$ cat config.mk
export PLATFORM = sky130hd
export DESIGN_NAME = givens_bram_ctrl
export DESIGN_NICKNAME = d
export VERILOG_FILES = /design/src/rtl/givens_bram_ctrl_pkg.sv /design/src/rtl/givens_out_fifo.sv /design/src/rtl/givens_bram_ctrl.sv
export SDC_FILE = /design/constraint.sdc
export NUM_CORES = 1
export LEC_CHECK = 0
export CORE_ASPECT_RATIO = 1.2
export CORE_MARGIN = 4
export CORE_UTILIZATION = 53
export CTS_CLUSTER_DIAMETER = 150
export DETAILED_ROUTE_END_ITERATION = 7
export PLACE_DENSITY = 0.94
export SLEW_MARGIN = 25
export SYNTH_ARGS = -nofsm -noshare
export SYNTH_HDL_FRONTEND = slang
export SYNTH_SLANG_ARGS = --single-unit
$ cat constraint.sdc
create_clock -name clk -period 6.6 [get_ports clk]
set_clock_uncertainty 0.15 [all_clocks]
set_input_delay 0.99 -clock clk [delete_from_list [all_inputs] [get_ports clk]]
set_output_delay 0.99 -clock clk [all_outputs]
set_load 0.01 [all_outputs]
$ cat src/rtl/givens_bram_ctrl_pkg.sv
// Shared definitions for the Givens-matrix BRAM sequencer.
//   DATA_W    : coefficient / BRAM word width (Q16.16 two's complement)
//   ADDR_W    : BRAM address width (four matrix words)
//   RD_LAT    : port B read latency, issue cycle to buffer capture
//   OUT_DEPTH : output buffer depth
//   givens_ctrl_state_t : sequencer states
//   GIVENS_IDX_* : row-major addresses of G = [c -s; s c]
//   neg_sat() : saturating negation
package givens_bram_ctrl_pkg;

  localparam int DATA_W    = 32;
  localparam int ADDR_W    = 2;
  localparam int RD_LAT    = 2;
  localparam int OUT_DEPTH = 2;

  typedef enum logic [1:0] {IDLE, LOAD, DRAIN, DONE} givens_ctrl_state_t;

  localparam logic [ADDR_W-1:0] GIVENS_IDX_00 = ADDR_W'(0);
  localparam logic [ADDR_W-1:0] GIVENS_IDX_01 = ADDR_W'(1);
  localparam logic [ADDR_W-1:0] GIVENS_IDX_10 = ADDR_W'(2);
  localparam logic [ADDR_W-1:0] GIVENS_IDX_11 = ADDR_W'(3);

  // -x, except the most negative value, whose negation is not representable,
  // maps to the most positive value.
  function automatic logic signed [DATA_W-1:0] neg_sat(input logic signed [DATA_W-1:0] x);
    logic signed [DATA_W-1:0] most_neg;
    most_neg = {1'b1, {(DATA_W-1){1'b0}}};
    if (x == most_neg) return ~most_neg;
    return -x;
  endfunction

endpackage

$ cat src/rtl/givens_out_fifo.sv
// Small synchronous FIFO used as the credit-limited output buffer.
//   clk, rst_n : clock, asynchronous active-low reset (pointers/count only)
//   push_i     : write data_i (never while full)
//   pop_i      : drop the head entry (never while empty)
//   data_i     : entry written on push
//   head_o     : current head entry
//   count_o    : number of stored entries
//   empty_o    : no entries stored
module givens_out_fifo #(
  parameter int DATA_W = 34,
  parameter int DEPTH  = 2,
  parameter int CNT_W  = $clog2(DEPTH + 1)
) (
  input  logic              clk,
  input  logic              rst_n,
  input  logic              push_i,
  input  logic              pop_i,
  input  logic [DATA_W-1:0] data_i,
  output logic [DATA_W-1:0] head_o,
  output logic [CNT_W-1:0]  count_o,
  output logic              empty_o
);

  localparam int PTR_W = (DEPTH > 1) ? $clog2(DEPTH) : 1;

  logic [DATA_W-1:0] mem_q [DEPTH];
  logic [PTR_W-1:0]  wr_ptr_q, rd_ptr_q;
  logic [CNT_W-1:0]  count_q;
  logic              full;

  function automatic logic [PTR_W-1:0] ptr_inc(input logic [PTR_W-1:0] p);
    return (p == PTR_W'(DEPTH - 1)) ? '0 : p + PTR_W'(1);
  endfunction

  assign full    = (count_q == CNT_W'(DEPTH));
  assign empty_o = (count_q == '0);
  assign count_o = count_q;
  assign head_o  = mem_q[rd_ptr_q];

  always_ff @(posedge clk or negedge rst_n) begin
    if (!rst_n) begin
      wr_ptr_q <= '0;
      rd_ptr_q <= '0;
      count_q  <= '0;
    end else begin
      if (push_i) wr_ptr_q <= ptr_inc(wr_ptr_q);
      if (pop_i)  rd_ptr_q <= ptr_inc(rd_ptr_q);
      if (push_i && !pop_i)      count_q <= count_q + CNT_W'(1);
      else if (pop_i && !push_i) count_q <= count_q - CNT_W'(1);
    end
  end

  // Storage carries no reset; only the pointers define what is valid.
  always_ff @(posedge clk) begin
    if (push_i) mem_q[wr_ptr_q] <= data_i;
  end

  // The controller's credit rule must keep the buffer from overflowing.
  a_no_push_full: assert property (@(posedge clk) disable iff (!rst_n) !(push_i && full));
  a_no_pop_empty: assert property (@(posedge clk) disable iff (!rst_n) !(pop_i && empty_o));

endmodule

$ cat src/rtl/givens_bram_ctrl.sv
// Sequencer for the dual-port Givens-matrix BRAM.
// Accepts a (cos, sin) pair, writes G = [c -s; s c] row-major through port A,
// reads it back through port B and streams the words over valid/ready.
//   coef_valid/coef_ready, cos_in, sin_in : coefficient pair input
//   ena/wea/addra/dina_givens             : BRAM port A (write)
//   ena/wea/addra_rotation, douta_rotation: BRAM port B (read)
//   rot_valid/rot_ready, rot_data, rot_idx, rot_last : output stream
//   busy : not idle;  done : one-cycle pulse after the idx-3 handshake
module givens_bram_ctrl
  import givens_bram_ctrl_pkg::*;
(
  input  logic                     clk,
  input  logic                     rst_n,
  input  logic                     coef_valid,
  output logic                     coef_ready,
  input  logic signed [DATA_W-1:0] cos_in,
  input  logic signed [DATA_W-1:0] sin_in,
  output logic                     ena_givens,
  output logic                     wea_givens,
  output logic [ADDR_W-1:0]        addra_givens,
  output logic [DATA_W-1:0]        dina_givens,
  output logic                     ena_rotation,
  output logic                     wea_rotation,
  output logic [ADDR_W-1:0]        addra_rotation,
  input  logic [DATA_W-1:0]        douta_rotation,
  output logic                     rot_valid,
  input  logic                     rot_ready,
  output logic [DATA_W-1:0]        rot_data,
  output logic [ADDR_W-1:0]        rot_idx,
  output logic                     rot_last,
  output logic                     busy,
  output logic                     done
);

  // The issue cycle is the first of the RD_LAT stages; the remaining stages
  // are registers, and douta_rotation is captured as the last one leaves.
  // RD_LAT must be at least 2.
  localparam int PIPE_D    = RD_LAT - 1;
  localparam int BUF_CNT_W = $clog2(OUT_DEPTH + 1);
  localparam int BUF_W     = DATA_W + ADDR_W;

  givens_ctrl_state_t       state_q, state_d;
  logic signed [DATA_W-1:0] cos_q, sin_q, wr_word;
  logic [ADDR_W-1:0]        wr_cnt_q;
  logic [ADDR_W:0]          rd_cnt_q;
  logic [PIPE_D-1:0]        vld_pipe_q;
  logic [ADDR_W-1:0]        idx_pipe_q [PIPE_D];
  logic [BUF_CNT_W-1:0]     buf_cnt;
  logic [BUF_W-1:0]         buf_head;
  logic                     buf_empty, buf_pop, issue, head_last;
  int                       inflight;

  always_comb begin
    inflight = 0;
    for (int i = 0; i < PIPE_D; i++) inflight += int'(vld_pipe_q[i]);
  end

  assign buf_pop   = !buf_empty && rot_ready;
  assign head_last = (buf_head[BUF_W-1 -: ADDR_W] == GIVENS_IDX_11);

  // A word popped this cycle returns its credit immediately, which is what
  // lets OUT_DEPTH == RD_LAT sustain one word per cycle.
  assign issue = (state_q == DRAIN) && !rd_cnt_q[ADDR_W] &&
                 ((inflight + int'(buf_cnt) - int'(buf_pop)) < OUT_DEPTH);

  always_comb begin
    unique case (wr_cnt_q)
      GIVENS_IDX_00: wr_word = cos_q;
      GIVENS_IDX_01: wr_word = neg_sat(sin_q);
      GIVENS_IDX_10: wr_word = sin_q;
      default:       wr_word = cos_q;
    endcase
  end

  // State register
  always_ff @(posedge clk or negedge rst_n) begin
    if (!rst_n) state_q <= IDLE;
    else        state_q <= state_d;
  end

  // Next-state logic
  always_comb begin
    state_d = state_q;
    unique case (state_q)
      IDLE:    if (coef_valid) state_d = LOAD;
      LOAD:    if (wr_cnt_q == GIVENS_IDX_11) state_d = DRAIN;
      DRAIN:   if (buf_pop && head_last) state_d = DONE;
      default: state_d = IDLE;
    endcase
  end

  // Output logic
  always_comb begin
    coef_ready   = 1'b0;
    ena_givens   = 1'b0;
    wea_givens   = 1'b0;
    addra_givens = '0;
    dina_givens  = '0;
    busy         = 1'b1;
    done         = 1'b0;
    unique case (state_q)
      IDLE: begin
        coef_ready = 1'b1;
        busy       = 1'b0;
      end
      LOAD: begin
        ena_givens   = 1'b1;
        wea_givens   = 1'b1;
        addra_givens = wr_cnt_q;
        dina_givens  = wr_word;
      end
      DONE:    done = 1'b1;
      default: ;
    endcase
    ena_rotation   = issue;
    wea_rotation   = 1'b0;
    addra_rotation = issue ? rd_cnt_q[ADDR_W-1:0] : '0;
    rot_valid      = !buf_empty;
    rot_data       = buf_empty ? '0 : buf_head[DATA_W-1:0];
    rot_idx        = buf_empty ? '0 : buf_head[BUF_W-1 -: ADDR_W];
    rot_last       = !buf_empty && head_last;
  end

  // Coefficient capture on acceptance
  always_ff @(posedge clk) begin
    if (state_q == IDLE && coef_valid) begin
      cos_q <= cos_in;
      sin_q <= sin_in;
    end
  end

  // Write/read counters; wr_cnt wraps back to 0 as LOAD ends
  always_ff @(posedge clk or negedge rst_n) begin
    if (!rst_n) begin
      wr_cnt_q <= '0;
      rd_cnt_q <= '0;
    end else begin
      if (state_q == LOAD) wr_cnt_q <= wr_cnt_q + ADDR_W'(1);
      if (state_q != DRAIN) rd_cnt_q <= '0;
      else if (issue)       rd_cnt_q <= rd_cnt_q + (ADDR_W+1)'(1);
    end
  end

  // Read latency pipe: valid bits are control, index travels alongside
  always_ff @(posedge clk or negedge rst_n) begin
    if (!rst_n) begin
      vld_pipe_q <= '0;
    end else begin
      vld_pipe_q[0] <= issue;
      for (int i = 1; i < PIPE_D; i++) vld_pipe_q[i] <= vld_pipe_q[i-1];
    end
  end

  always_ff @(posedge clk) begin
    idx_pipe_q[0] <= rd_cnt_q[ADDR_W-1:0];
    for (int i = 1; i < PIPE_D; i++) idx_pipe_q[i] <= idx_pipe_q[i-1];
  end

  givens_out_fifo #(
    .DATA_W (BUF_W),
    .DEPTH  (OUT_DEPTH),
    .CNT_W  (BUF_CNT_W)
  ) u_out_fifo (
    .clk     (clk),
    .rst_n   (rst_n),
    .push_i  (vld_pipe_q[PIPE_D-1]),
    .pop_i   (buf_pop),
    .data_i  ({idx_pipe_q[PIPE_D-1], douta_rotation}),
    .head_o  (buf_head),
    .count_o (buf_cnt),
    .empty_o (buf_empty)
  );

endmodule

==> metrics.txt <==
Mapped Nets 672; dominant synthesized flop cell edfxtp_1; Max clock buf depth 2; Reg clk slew, reported paths 0.06 ns; Async S/R FF share, synth 8.22%; worst-margin pin slew 1.06 ns; critical path startpoint category input pin; DR vias 5664; VDD IR max 0.307 mV; Starting Density 54.4%; Hold Crit Class reg -> reg; Row Count 45; worst r2r src u_out_fifo.count_o[0]$_DFFE_PN0P_; initial drt markers 707; min cycle time layout 5.11 ns; Netlist Area Pre-Place 6890 um2; share of post-route cells with drive strength above 1 7.94%; largest net degree at the start of global routing 65; layout net count 842; met3 routed WL 1.98 mm; post-route design area 9360 um2; residual DRC count 0; root buf cell clkbuf_16; Final setup viols 0; initial antenna violation count 2; WHS Path Cells 0; first-pass GRT wire length 31.2 mm; Placed Area 8780 um2; GRT Residual Overflow 0; reg2reg path depth 10; leak pwr 3.29 nW; element type at the critical path end primary output; Setup Fix Bufs, Post-CTS 0; Num CTS Buffers 17; mean post-synth cell area 12.3 um2; Post-Syn Instances 561; synth cell count leaders edfxtp_1 (132), nor2_1 (70), a21oi_1 (42), mux2i_1 (41), o21ai_0 (35); largest area contributor in the netlist edfxtp_1; met1 WL 7.23 mm; status finished clean; largest cells by area after synthesis edfxtp_1 (58%), mux2i_1 (6.0%), dfrtp_1 (4.4%); routed vias/inst 6.24; relative slew slack 29.2%; Ys Warns 0; DP Wirelength 13.1 mm; Max Cap Violations 0; ANT nets after route 0; Final Hold Slack 0.298 ns; WL/cell 21.7 um; DRT Pass-1 Iters 6; unrepaired setup endpoints after global routing false; Sinks on Clock Net 146; maximum fanout along the worst path 8; Synth cell types 68; flop-to-flop setup slack 3.47 ns; most frequent cell after synthesis edfxtp_1; vias in the first global route 5797; full die area 14900 um2; GRT Total Usage 26.6%; Hold Crit Start idx_pipe_q[0][1]$_DFF_P_; Crit Path Category in -> out; Req. time, crit path 5.46 ns; final worst slack 1.49 ns; sequential share of the synthesized area 62.5%; Power Dens Cells 451 nW/um2; die height 133 um; Worst setup startpoint rot_ready; floorplan core area 12700 um2; P&R area growth vs syn 35.9%; insertion delay to the later sink of the worst-skew pair 0.42 ns; TritonCTS clock tree done; Die X 112 um; Seq cells post-synth 146; number of port buffers 177; Top Layer Used met5; H-tree levels 4; final hold vios 0; WP data arrival 3.97 ns; Post-CTS Hold Buffers 0; r2r endpoint rd_cnt_q[1]$_DFFE_PN0P_; Filler cells 797; routability cong. 0.938; setup TNS 0 ns; final period utilization 77.4%; final count of pins violating max slew 0; Post-Route WL 19.7 mm; Hold EP u_out_fifo.mem_q[0][33]$_DFFE_PP_; Ports 179; EDFF count, synth 132; top cell type's share of synthesized area 57.6%; f_max 196 MHz; pre-CTS setup slack 1.52 ns; metal2 WL 9.87 mm; PostCTS Resize Cnt 0
metrics by stage:
step / total power [mW] / util [%] / cells
detailed placement: 3.23 / 69.3 / 876
global route: 4.43 / 73.9 / 908
finish: 4.22 / 73.9 / 908
global placement: 3.16 / 69.3 / 876
CTS: 4.22 / 73.8 / 907
floorplan: 2.41 / - / 561
worst max path at each step:
| stage | end | slack [ns] |
|---|---|---|
| floorplan | addra_rotation[0] | 2.68 |
| global placement | addra_rotation[1] | 1.68 |
| detailed placement | addra_rotation[0] | 1.52 |
| CTS | addra_rotation[0] | 1.47 |
| global route | addra_rotation[0] | 1.27 |
| finish | addra_rotation[1] | 1.49 |
final cells by class:
type | instances | area [um2] | share of cell area, %
repair buffers | 184 | 1820 | 19.5
inverters | 13 | 48.8 | 0.521
flip-flops and latches | 146 | 4310 | 46.0
well taps | 164 | 205 | 2.19
diodes | 1 | 2.50 | 0.0267
clock inverters | 14 | 154 | 1.64
multi-input cells | 369 | 2390 | 25.6
clock buffers | 17 | 425 | 4.54
logic make-up (layout without fill, tap and decap cells):
| family | count (synthesis) | in the layout | share of synthesized area, % |
|---|---|---|---|
| buf+inv | 46 | 228 | 2.85 |
| simple gates | 173 | 173 | 13.0 |
| flops | 146 | 146 | 62.5 |
| fa+ha+maj | 11 | 11 | 2.11 |
| xor+xnor | 9 | 9 | 1.14 |
| compound gates | 133 | 133 | 12.2 |
| mux | 42 | 42 | 6.12 |
| other cells | 1 | 2 | 0.0545 |
registers in the layout (all words and copies together), names as in the netlist:
signal	count
cos_q	32
idx_pipe_q	2
rd_cnt_q	3
sin_q	32
state_q	2
u_out_fifo.count_o	2
u_out_fifo.mem_q	68
u_out_fifo.rd_ptr_q	1
u_out_fifo.wr_ptr_q	1
vld_pipe_q	1
wr_cnt_q	2
report_power, final:
group          total (mW)  internal [mW]  leakage [nW]  switching (mW)
sequential           1.39           1.22          1.37           0.169
clock               0.953          0.560         0.267           0.393
combinational        1.87          0.826          1.65            1.05
total                4.22           2.61          3.29            1.61
cells in the final DEF, fill, tap and decap left out, types with 2 or more instances in the layout:
master,n
bufinv_16,2
o21ai_0,35
dfxtp_1,2
or2_2,2
nor2b_1,2
nand2_1,29
inv_1,13
clkbuf_16,17
o32ai_1,2
xnor2_1,4
and2_1,5
buf_4,7
xor2_1,5
o31ai_1,4
and3_1,4
nor3_1,15
o21ai_1,13
o311ai_0,3
nand2b_1,4
or4_1,6
clkdlybuf4s50_1,177
edfxtp_1,132
nand3_1,8
a31oi_1,2
a21oi_1,42
nor4_1,5
o211ai_1,6
or3_1,5
nor4_2,3
a211oi_1,3
mux2i_1,41
inv_6,6
ha_1,10
clkinvlp_4,5
a22oi_1,2
nand4_1,3
dfrtp_1,11
nor2_1,69
a221oi_1,3
worst max-delay path: stages:
cell and delay, ns:
clkdlybuf4s50_1 0.52, nand2_1 0.13, nor2_1 0.21, o21ai_0 0.15
fa_1 0.41, xor2_1 0.17, nor3_1 0.63, and2_1 0.22
clkdlybuf4s50_1 0.54
routing by layer:
metal  GRT usage, %  vias up
li1               -     2457
met1           32.3     2709
met2           45.6      432
met3           7.23       64
met4           10.1        2
met5              0        -
Power figures use the tool's default switching activity.
==> RTL change, RTL diff (same settings) <==
Set the package constant `OUT_DEPTH` to 4 (it was 2).
--- a/src/rtl/givens_bram_ctrl_pkg.sv
+++ b/src/rtl/givens_bram_ctrl_pkg.sv
@@ -12,5 +12,5 @@
   localparam int ADDR_W    = 2;
   localparam int RD_LAT    = 2;
-  localparam int OUT_DEPTH = 2;
+  localparam int OUT_DEPTH = 4;
 
   typedef enum logic [1:0] {IDLE, LOAD, DRAIN, DONE} givens_ctrl_state_t;
Behaviour: not the same (Yosys sat finds a counterexample within 10 cycles, from zero or initial values and one cycle with rst_n low).
==> RTL change against the unedited design <==
- wire length rose by 13%
- sequential cell count grew 71
- setup slack gained 75 ps
- area after synthesis increased by 39%
- critical path depth is 4 higher
- total power up 22%
- fmax rose by 1.5%
- final area grew 31%
- first-iteration DRC count is 3.0% lower
==> RTL change: results (changes against the unedited design) <==
{| class="wikitable"
! Metric !! Value
|-
| Outcome || finished, final reports clean
|-
| H-tree levels || 1 (-3)
|-
| Wire length of the first global-routing pass || 34000 um (+9.1%)
|-
| DPL Wire Length || 14600 um (+12%)
|-
| Initial antenna violation count || 0 (-2)
|-
| Cells after Synth || 638 (+14%)
|-
| Routed wirelength normalized by instance count || 21.4 um (-1.4%)
|-
| Count of unique library cells instantiated by Yosys || 61 (-10%)
|-
| Synth area leaders || edfxtp_1, mux4_2, dfrtp_1
|-
| Sink of the worst hold path || idx_pipe_q[0][1]
|-
| Worst reg2reg setup slack || 3490 ps (+20 ps)
|-
| Most frequent cells after synthesis || edfxtp_1, o21ai_0, and2_1
|-
| Drt first pass iters || 8 (+2)
|-
| Total wire length after detailed routing || 22300 um (+13%)
|-
| Clock latency on the worst-skew pair || 500 ps (+80 ps)
|-
| Hold Path Stages || 0 (unchanged)
|-
| Maximum number of pins on one net before global-route repair || 65 (unchanged)
|-
| Launch point of the worst reg-to-reg path || u_out_fifo.count_o[0]
|-
| WP data arrival || 3890 ps (-80 ps)
|-
| P_leak || 0.00406 uW (+24%)
|-
| Count of max-cap constraint violations || 0 (unchanged)
|-
| Post-placement cell area || 11500 sq um (+31%)
|-
| Net count reported at finish || 931 (+11%)
|-
| End point of the critical path || addra_rotation[0]
|-
| Worst supply voltage drop on vdd || 267 uV (-13%)
|-
| Switching part of the total power || 32.9% (-5.3 points)
|-
| Routability cong. || 0.848 (-9.6%)
|-
| Share of post-route cells with drive strength above 1 || 11.8% (+3.8 points)
|-
| Number of buffer cells added on primary ports || 177 (unchanged)
|-
| Hold Crit Start || rd_cnt_q[1]
|-
| Hold_ws || 304 ps (+6.42 ps)
|-
| Endpoint of the lowest-slack register-to-register path || vld_pipe_q
|-
| Asr flop ratio synth || 6.91% (-1.3 points)
|-
| Number of global-route vias before repair || 6436 (+11%)
|-
| Vias per inst || 6.04 (-3.2%)
|-
| Post-synth EDFFs || 200 (+52%)
|-
| Regs by FF count || u_out_fifo.mem_q x136, cos_q x32, sin_q x32
|-
| Highest fanout seen on the critical path || 37 (+29)
|-
| Count of cells along the worst register-to-register path || 12 (+2)
|-
| Violation count after the first detailed-route iteration || 686 (-3.0%)
|-
| Sequential fraction of the synthesis area || 66.9% (+4.4 points)
|-
| Synthesized netlist net count || 759 (+13%)
|-
| Total global-route track usage || 21.4% (-5.2 points)
|-
| Gates resized, CTS repair || 0 (unchanged)
|-
| Buffers from clock root to sink, at most || 3 (+1)
|-
| CTS Root Cell || clkbuf_16
|-
| Crit path kind || flip-flop to output pin
|-
| Count of placed standard cells including taps || 1006 (+15%)
|-
| Filler cells || 1176 (+48%)
|-
| Slew HR || 33.9% (+4.7 points)
|-
| Count of antenna diodes in the layout || 0 (-1)
|-
| YS warnings || 0 (unchanged)
|-
| Clock buffers created by TritonCTS || 22 (+5)
|}
-- RTL change: cell type report --
type	instances	area, sq um	share of cell area (%)
Sequential cell	217	6420	52.5
Clock buffer	28	594	4.86
Multi-Input combinational cell	364	2940	24.1
Timing Repair Buffer	184	1820	14.9
Inverter	21	78.8	0.645
Tap cell	220	275	2.25
Clock inverter	9	90.1	0.737
-- RTL change: power by group through the flow --
stage / Clock [uW] / Combinational, uW / Sequential [uW]
4_1_cts: 1220 / 2130 / 1840
3_5_place_dp: 0 / 2110 / 1870
2_1_floorplan: 0 / 1270 / 1830
5_1_grt: 1280 / 2290 / 1860
3_3_place_gp: 0 / 2060 / 1860
6_report: 1200 / 2120 / 1840
-- RTL change: cells by family (layout without fill, tap and decap cells) --
logic type      count (synthesis)  count (layout)  synth area share (%)
other cells                     1               1                0.0391
buf+inv                        57             242                  2.58
fa+ha+maj                      21              21                  2.81
compound gates                125             125                  7.83
flops                         217             217                  66.9
xor+xnor                        5               5                 0.456
simple gates                  167             167                  10.1
mux                            45              45                  9.27
-- RTL change: critical path, stage by stage, from the launching register on --
cell and delay [ps]:
dfrtp_1 440, or3_1 150, buf_4 340, nand2_1 200, inv_1 90, ha_1 140, inv_1 50, ha_1 210
or3b_2 440, o22ai_1 140, a221oi_1 130, nor2_1 280, and3_1 210, clkdlybuf4s50_1 550
-- RTL change: stage by stage --
stage	util [%]	setup slack, ps
CTS	69.3	1470
global route	69.3	1300
detailed placement	65.4	1550
global placement	65.4	1700
finish	69.3	1570
floorplan	-	2820
-- RTL change: routing by layer --
metal	routed length, um	global-route usage [%]
met5	0	0
met4	523	5.73
met3	2270	4.98
met2	11400	37.4
met1	8100	26.8
